### src/rtl/spi_rx_io.sv
// -----------------------------------------------------------------------------
// spi_rx_io
//
// Memory-mapped SPI slave receiver, mode 0 with an active-low chip select.
// The external SPI pins are asynchronous to clk, so each one is synchronised
// into the clk domain. Received bits are assembled MSB-first into 32-bit
// words, and the words are buffered in a small FIFO. The CPU reads a status
// byte and pops data words over the memory bus.
//
// Parameters
//   SPI_RX_ADDR  status register address; the data register is at +4
//   FIFO_DEPTH   word FIFO depth, a power of two in the range 2..8
//
// Ports
//   clk                  system clock (the only clock)
//   rst                  asynchronous active-high reset
//   mem_bus_addr         bus address
//   mem_bus_read_en      read strobe
//   mem_bus_rdata        registered read data, one cycle after read_en
//   mem_bus_rdata_valid  high for one cycle when this block answers a read
//   i_spi_sck            external SCK (asynchronous)
//   i_spi_mosi           external MOSI (asynchronous)
//   i_spi_csn            external chip select, active-low (asynchronous)
//   o_spi_miso           slave output; 0 unless the MISO status feature is on
//   o_rx_irq             high while the FIFO holds at least one word
//
// Build option
//   SPI_RX_MISO_STATUS_EN  when defined, the status byte is shifted out on
//                          MISO (MSB first) at the start of every frame.
// -----------------------------------------------------------------------------
module spi_rx_io #(
  parameter logic [31:0] SPI_RX_ADDR = 32'h80000010,
  parameter int          FIFO_DEPTH  = 4
) (
  input  logic        clk,
  input  logic        rst,
  input  logic [31:0] mem_bus_addr,
  input  logic        mem_bus_read_en,
  output logic [31:0] mem_bus_rdata,
  output logic        mem_bus_rdata_valid,
  input  logic        i_spi_sck,
  input  logic        i_spi_mosi,
  input  logic        i_spi_csn,
  output logic        o_spi_miso,
  output logic        o_rx_irq
);

  localparam int PW = $clog2(FIFO_DEPTH);
  localparam int CW = PW + 1;

  typedef enum logic [1:0] {
    WAIT_IDLE,
    READY,
    SHIFT
  } state_e;

  // ---------------------------------------------------------------------------
  // Input synchronisers. Stage [1] is the synchronised level. Stage [2] is kept
  // only so that edges can be detected.
  // The CSn chain resets to 0 (asserted). WAIT_IDLE then has to see a real
  // CSn high before the FSM arms. If the chain reset to 1, a frame that was
  // still running when reset released would look like a fresh falling edge.
  // ---------------------------------------------------------------------------
  logic [2:0] sck_sync_q;
  logic [2:0] csn_sync_q;
  logic [1:0] mosi_sync_q;

  // NOTE: sequential state uses non-blocking assignments only. Combinational
  // logic is kept in always_comb, so no process reads a flop mid-update.
  always_ff @(posedge clk or posedge rst) begin
    if (rst) begin
      sck_sync_q  <= '0;
      csn_sync_q  <= '0;
      mosi_sync_q <= '0;
    end else begin
      sck_sync_q  <= {sck_sync_q[1:0], i_spi_sck};
      csn_sync_q  <= {csn_sync_q[1:0], i_spi_csn};
      mosi_sync_q <= {mosi_sync_q[0], i_spi_mosi};
    end
  end

  logic sck_rise;
  logic csn_rise;
  logic csn_fall;
  logic csn_high;
  logic mosi_s;

  assign sck_rise = sck_sync_q[1] & ~sck_sync_q[2];
  assign csn_rise = csn_sync_q[1] & ~csn_sync_q[2];
  assign csn_fall = ~csn_sync_q[1] & csn_sync_q[2];
  assign csn_high = csn_sync_q[1];
  assign mosi_s   = mosi_sync_q[1];

  // ---------------------------------------------------------------------------
  // Receive FSM and shift register
  // ---------------------------------------------------------------------------
  state_e      state_q, state_d;
  logic [4:0]  bit_cnt_q, bit_cnt_d;
  logic [31:0] shift_q, shift_d;
  logic        push_q, push_d;
  logic        frame_err_set;

  // push_q is one cycle behind the 32nd SCK edge. The FIFO then writes
  // shift_q, which stays stable because SCK phases last at least 4 clk.
  always_comb begin
    // NOTE: every signal gets a default first so that no path leaves one
    // unassigned. This keeps latches out of the comb logic.
    state_d       = state_q;
    bit_cnt_d     = bit_cnt_q;
    shift_d       = shift_q;
    push_d        = 1'b0;
    frame_err_set = 1'b0;

    unique case (state_q)
      WAIT_IDLE: begin
        if (csn_high) state_d = READY;
      end
      READY: begin
        if (csn_fall) begin
          bit_cnt_d = '0;
          shift_d   = '0;
          state_d   = SHIFT;
        end
      end
      SHIFT: begin
        if (csn_rise) begin
          // A frame that ends off a word boundary drops its partial word.
          if (bit_cnt_q != 5'd0) frame_err_set = 1'b1;
          state_d = READY;
        end else if (sck_rise) begin
          shift_d   = {shift_q[30:0], mosi_s};
          bit_cnt_d = bit_cnt_q + 5'd1;
          if (bit_cnt_q == 5'd31) push_d = 1'b1;
        end
      end
      default: state_d = WAIT_IDLE;
    endcase
  end

  always_ff @(posedge clk or posedge rst) begin
    if (rst) begin
      state_q   <= WAIT_IDLE;
      bit_cnt_q <= '0;
      shift_q   <= '0;
      push_q    <= 1'b0;
    end else begin
      state_q   <= state_d;
      bit_cnt_q <= bit_cnt_d;
      shift_q   <= shift_d;
      push_q    <= push_d;
    end
  end

  // ---------------------------------------------------------------------------
  // Bus decode
  // ---------------------------------------------------------------------------
  logic rd_status;
  logic rd_data;

  assign rd_status = mem_bus_read_en && (mem_bus_addr == SPI_RX_ADDR);
  assign rd_data   = mem_bus_read_en && (mem_bus_addr == SPI_RX_ADDR + 32'd4);

  // ---------------------------------------------------------------------------
  // Word FIFO
  // ---------------------------------------------------------------------------
  logic [31:0]   fifo_mem [FIFO_DEPTH];
  logic [PW-1:0] wr_ptr_q, wr_ptr_d;
  logic [PW-1:0] rd_ptr_q, rd_ptr_d;
  logic [CW-1:0] count_q, count_d;
  logic          fifo_empty;
  logic          fifo_full;
  logic          pop;
  logic          push_ok;
  logic          overflow_set;

  assign fifo_empty = (count_q == '0);
  assign fifo_full  = (count_q == CW'(FIFO_DEPTH));
  assign pop        = rd_data & ~fifo_empty;
  // A pop in the same cycle frees a slot, so a push into a full FIFO still
  // succeeds when the CPU reads at that moment.
  assign push_ok      = push_q & (~fifo_full | pop);
  assign overflow_set = push_q & fifo_full & ~pop;

  always_comb begin
    wr_ptr_d = wr_ptr_q;
    rd_ptr_d = rd_ptr_q;
    if (push_ok) wr_ptr_d = wr_ptr_q + PW'(1);
    if (pop)     rd_ptr_d = rd_ptr_q + PW'(1);
    count_d = count_q + CW'(push_ok) - CW'(pop);
  end

  // NOTE: the storage array is not reset. The pointers and the count define
  // which entries are valid, so the array can map onto plain RAM or flops
  // that have no reset.
  always_ff @(posedge clk) begin
    if (push_ok) fifo_mem[wr_ptr_q] <= shift_q;
  end

  // ---------------------------------------------------------------------------
  // Status flags and registered read port
  // ---------------------------------------------------------------------------
  logic        overflow_q, overflow_d;
  logic        frame_err_q, frame_err_d;
  logic [7:0]  status;
  logic [31:0] rdata_q, rdata_d;
  logic        rdata_valid_q, rdata_valid_d;
  logic        irq_q, irq_d;

  assign status = {4'(count_q), frame_err_q, overflow_q, fifo_full, ~fifo_empty};

  always_comb begin
    // A status read clears the sticky flags. A new event in the same cycle
    // sets the flag again, so the event is never lost.
    overflow_d  = overflow_set  | (overflow_q  & ~rd_status);
    frame_err_d = frame_err_set | (frame_err_q & ~rd_status);

    rdata_d       = '0;
    rdata_valid_d = rd_status | rd_data;
    if (rd_status)                  rdata_d = {24'h0, status};
    else if (rd_data && !fifo_empty) rdata_d = fifo_mem[rd_ptr_q];

    irq_d = ~fifo_empty;
  end

  always_ff @(posedge clk or posedge rst) begin
    if (rst) begin
      wr_ptr_q      <= '0;
      rd_ptr_q      <= '0;
      count_q       <= '0;
      overflow_q    <= 1'b0;
      frame_err_q   <= 1'b0;
      rdata_q       <= '0;
      rdata_valid_q <= 1'b0;
      irq_q         <= 1'b0;
    end else begin
      wr_ptr_q      <= wr_ptr_d;
      rd_ptr_q      <= rd_ptr_d;
      count_q       <= count_d;
      overflow_q    <= overflow_d;
      frame_err_q   <= frame_err_d;
      rdata_q       <= rdata_d;
      rdata_valid_q <= rdata_valid_d;
      irq_q         <= irq_d;
    end
  end

  assign mem_bus_rdata       = rdata_q;
  assign mem_bus_rdata_valid = rdata_valid_q;
  assign o_rx_irq            = irq_q;

  // ---------------------------------------------------------------------------
  // Optional MISO status echo
  // ---------------------------------------------------------------------------
`ifdef SPI_RX_MISO_STATUS_EN
  logic       sck_fall;
  logic [7:0] miso_sr_q, miso_sr_d;
  logic [3:0] miso_cnt_q, miso_cnt_d;
  logic       miso_q, miso_d;

  assign sck_fall = ~sck_sync_q[1] & sck_sync_q[2];

  // miso_cnt counts the bits already presented. After 8 bits the line is
  // held at 0 until the frame ends.
  always_comb begin
    miso_sr_d  = miso_sr_q;
    miso_cnt_d = miso_cnt_q;
    miso_d     = miso_q;
    if (csn_high) begin
      miso_d     = 1'b0;
      miso_cnt_d = 4'd8;
    end else if (state_q == READY && csn_fall) begin
      miso_d     = status[7];
      miso_sr_d  = {status[6:0], 1'b0};
      miso_cnt_d = 4'd1;
    end else if (state_q == SHIFT && sck_fall) begin
      if (miso_cnt_q < 4'd8) begin
        miso_d     = miso_sr_q[7];
        miso_sr_d  = {miso_sr_q[6:0], 1'b0};
        miso_cnt_d = miso_cnt_q + 4'd1;
      end else begin
        miso_d = 1'b0;
      end
    end
  end

  always_ff @(posedge clk or posedge rst) begin
    if (rst) begin
      miso_sr_q  <= '0;
      miso_cnt_q <= 4'd8;
      miso_q     <= 1'b0;
    end else begin
      miso_sr_q  <= miso_sr_d;
      miso_cnt_q <= miso_cnt_d;
      miso_q     <= miso_d;
    end
  end

  assign o_spi_miso = miso_q;
`else
  assign o_spi_miso = 1'b0;
`endif

endmodule

### config.mk
export PLATFORM = sky130hd
export DESIGN_NAME = spi_rx_io
export DESIGN_NICKNAME = d
export VERILOG_FILES = /design/src/rtl/spi_rx_io.sv
export SDC_FILE = /design/constraint.sdc
export NUM_CORES = 1
export LEC_CHECK = 0
export ABC_AREA = 1
export BUFFER_PORTS_ARGS = -buffer_cell sky130_fd_sc_hd__buf_2
export CAP_MARGIN = 20
export CELL_PAD_IN_SITES_DETAIL_PLACEMENT = 0
export CELL_PAD_IN_SITES_GLOBAL_PLACEMENT = 1
export CORE_MARGIN = 4
export CORE_UTILIZATION = 52
export CTS_CLUSTER_DIAMETER = 150
export DETAILED_ROUTE_END_ITERATION = 8
export HOLD_SLACK_MARGIN = 0.05
export PLACE_DENSITY_LB_ADDON = 0.3
export RECOVER_POWER = 100
export SETUP_SLACK_MARGIN = 0.3
export SLEW_MARGIN = 20
export SYNTH_ARGS = -nofsm -noshare
export SYNTH_HDL_FRONTEND = slang
export SYNTH_SLANG_ARGS = --single-unit
export TNS_END_PERCENT = 100
### constraint.sdc
create_clock -name clk -period 4.4 [get_ports clk]
set_input_delay 0.88 -clock clk [delete_from_list [all_inputs] [get_ports clk]]
set_output_delay 0.88 -clock clk [all_outputs]
set_load 0.01 [all_outputs]
==> reports/metrics.cfg <==
[yosys]
yosysSeqAreaShare_pct = 71.4
ys_ff_latch = 219
synth_top_cells_by_area = edfxtp_1 (45%), dfrtp_1 (27%), nand2_1 (7.9%), a21oi_1 (3.1%), nor3_2 (2.9%)
synth_area_leader_cell = edfxtp_1
ys_top_cells_by_count = nand2_1 (180), edfxtp_1 (128), dfrtp_1 (91)
ys_types = 31
synth_most_common_cell = nand2_1
synth-main-ff-cell = edfxtp_1
synth_area_per_cell_sq_um = 12.0
synth_area_sq_um = 8580
synth_edf_count = 128
synth_warnings = 0
ys_async_sr_fraction_pct = 41.6
synth_cells = 716
synth_top_area_share_pct = 44.8
synth_nets = 763

[placed_design]
dpl.hpwl_microns = 9990
place_ws_ns = 1.23
io_buffers = 71
dpl_cell_area_sq_um = 9120
placed_cells = 983
gp_congestion = 0.784

[layout]
final_core_util_pct = 60.2
nets = 838
fin_area_sq_um = 9630
fin_cells = 1023
drive_above_1_share_pct = 11.3
antennaDiodeCount = 0
syn_to_final_growth_pct = 12.3

[worst_setup_path]
crit_arrival_ns = 3.44
crit_path_max_fanout = 11
path_class = primary input to register
cp.required_ns = 4.52
path_cells = buf_2 -> inv_1 -> nand2_1 -> nor2_1 -> nand3_1 -> nor2_1 -> nand2_2 -> nand2_1 -> nand2_1 -> nor2_1 -> clkbuf_1
slowest_delay_ns = 0.79
cp_top_family = simple AND/OR/NAND/NOR gates
critical_path_buf_inv_count = 3
cpMaxStageDelayCell = nor2_1
worstSetupEndpointType = register
cp-start-kind = primary input

[sta]
max_slew.worst_pin.slew_ns = 3.05
fin_ws_ns = 1.08
period_minus_slack_ns = 3.32
holdWs_ns = 0.343
hold_violations = 0
fin_skew_ns = 0.0102
tns_ns = 0
rsz0062_at_grt = false
max_slew_margin_pct = -104
final_max_slew_viol_count = 116
fin_crit_sh_pct = 75.5
setup_violations = 0
fmax_mhz = 301

[detailed_routing]
drc_errors = 0
wl_per_cell_microns = 16.8
wl_microns = 17200
dr.pass1.iters = 4
vias = 5291
ant_nets = 0
vias_per_cell = 5.17
drtIter0Drc = 393

[grt]
grt_pass1_vias = 5349
grt_overflow_total = 0
grt_max_degree = 67
grt_use_total_pct = 19.1
grt_pass1_wl_microns = 27700
antenna_found_initial = 0

[clocking]
cts_buffers = 22
cts-root-buf = clkbuf_16
cts_setup_buffers = 0
cts_sinks = 219
cts-resized-gates = 0
clk_latency_ns = 0.50
htree_levels = 1
cts.clk_slew.worst_paths_ns = 0.06
clockBufferDepth = 3
holdBufCountCts = 0
cts_tree = done

[floorplan]
core_sq_um = 16000
ioPinCount = 73
start_util_pct = 53.6
die_h_microns = 136
dieArea_sq_um = 18600
die_w_microns = 136
rows = 46

[power_and_ir_drop]
p_int_mw = 3.32
p_switching_uw = 880
power_density_nw_per_um2 = 436
peakVddDrop_mv = 0.331
seq_power_share_pct = 52.2
finalPower_mw = 4.20
leakage_nw = 4.08
swShare_pct = 20.9
combPwrFrac_pct = 4.0
power_frac_clock_pct = 43.8

[run]
maxCapViolCount = 2

[outcome]
status = finished with violations
violations = max-capacitance violations, max-slew violations

[min_path]
hp-class = register to register

[cell usage in the layout (no fill, tap or decap), types with 2 or more instances in the layout]
master and n:
nand4_1 5, clkbuf_2 2, o21ai_0 44, nor2_2 2
nand2_1 183, clkinv_2 4, ha_1 8, nor2_1 45
nor3_2 6, dfrtp_1 90, nor3_1 20, buf_4 6
o21ai_1 2, a21oi_1 53, o22ai_1 18, clkbuf_16 23
bufinv_16 2, inv_1 50, inv_2 2, nand3_1 13
clkbuf_8 2, clkbuf_1 47, xor2_1 3, edfxtp_1 128
o31ai_1 2, buf_2 37
[metal layers]
layer	GRT usage, %	up-vias	wire length [microns]
li1	-	2571	-
met1	25.7	2591	7500
met2	33.0	109	8730
met3	3.00	20	717
met4	4.65	0	264
met5	0	-	0
[state kept, by name (all words and copies together) (netlist names)]
name / cells
o_rx_irq: 1
wr_ptr_q: 2
rd_ptr_q: 2
sck_sync_q: 3
mosi_sync_q: 2
overflow_q: 1
csn_sync_q: 3
count_q: 3
push_q: 1
mem_bus_rdata: 32
mem_bus_rdata_valid: 1
fifo_mem: 128
frame_err_q: 1
bit_cnt_q: 5
state_q: 2
shift_q: 32
[layout make-up]
cell class              instances  area (sq um)
repair buffers                 85           390
fillers                      1323          6370
clock inverters                 8          91.3
clock buffers                  32           629
multi-input cells             410          1930
inverters                      53           200
flip-flops and latches        219          6120
well taps                     216           270
[power groups by stage]
stage	clock, mW	combinational, mW	sequential, mW
final	1.84	0.170	2.19
after detailed placement	0	0.179	2.23
after floorplan	0	0.142	2.23
after CTS	1.87	0.179	2.19
after global routing	1.96	0.190	2.20
after global placement	0	0.175	2.23
[cells by family (layout without fill, tap and decap cells)]
logic type	Yosys count	in the layout	share of synthesized area [%]
buffers and inverters	87	178	4.68
xor gates and xnor gates	3	3	0.306
AOI/OAI and AO/OA	120	120	7.39
adders and majority gates	9	9	1.40
DFF	219	219	71.4
and+or+nand+nor	277	277	14.8
other	1	1	0.0437
[worst paths after layout]
path,from,to,slack [ns],depth (start not counted)
min in group asynchronous,rst,csn_sync_q[1],1.26,2
worst min-delay path,mosi_sync_q[0],mosi_sync_q[1],0.34,0
worst min register to register,mosi_sync_q[0],mosi_sync_q[1],0.34,0
worst max-delay path,mem_bus_addr[5],fifo_mem[0][30],1.08,11
max in group asynchronous,rst,mem_bus_rdata[6],1.43,3
worst max register to register,state_q[1],bit_cnt_q[4],1.23,9
(Power assumes the default switching activity.)
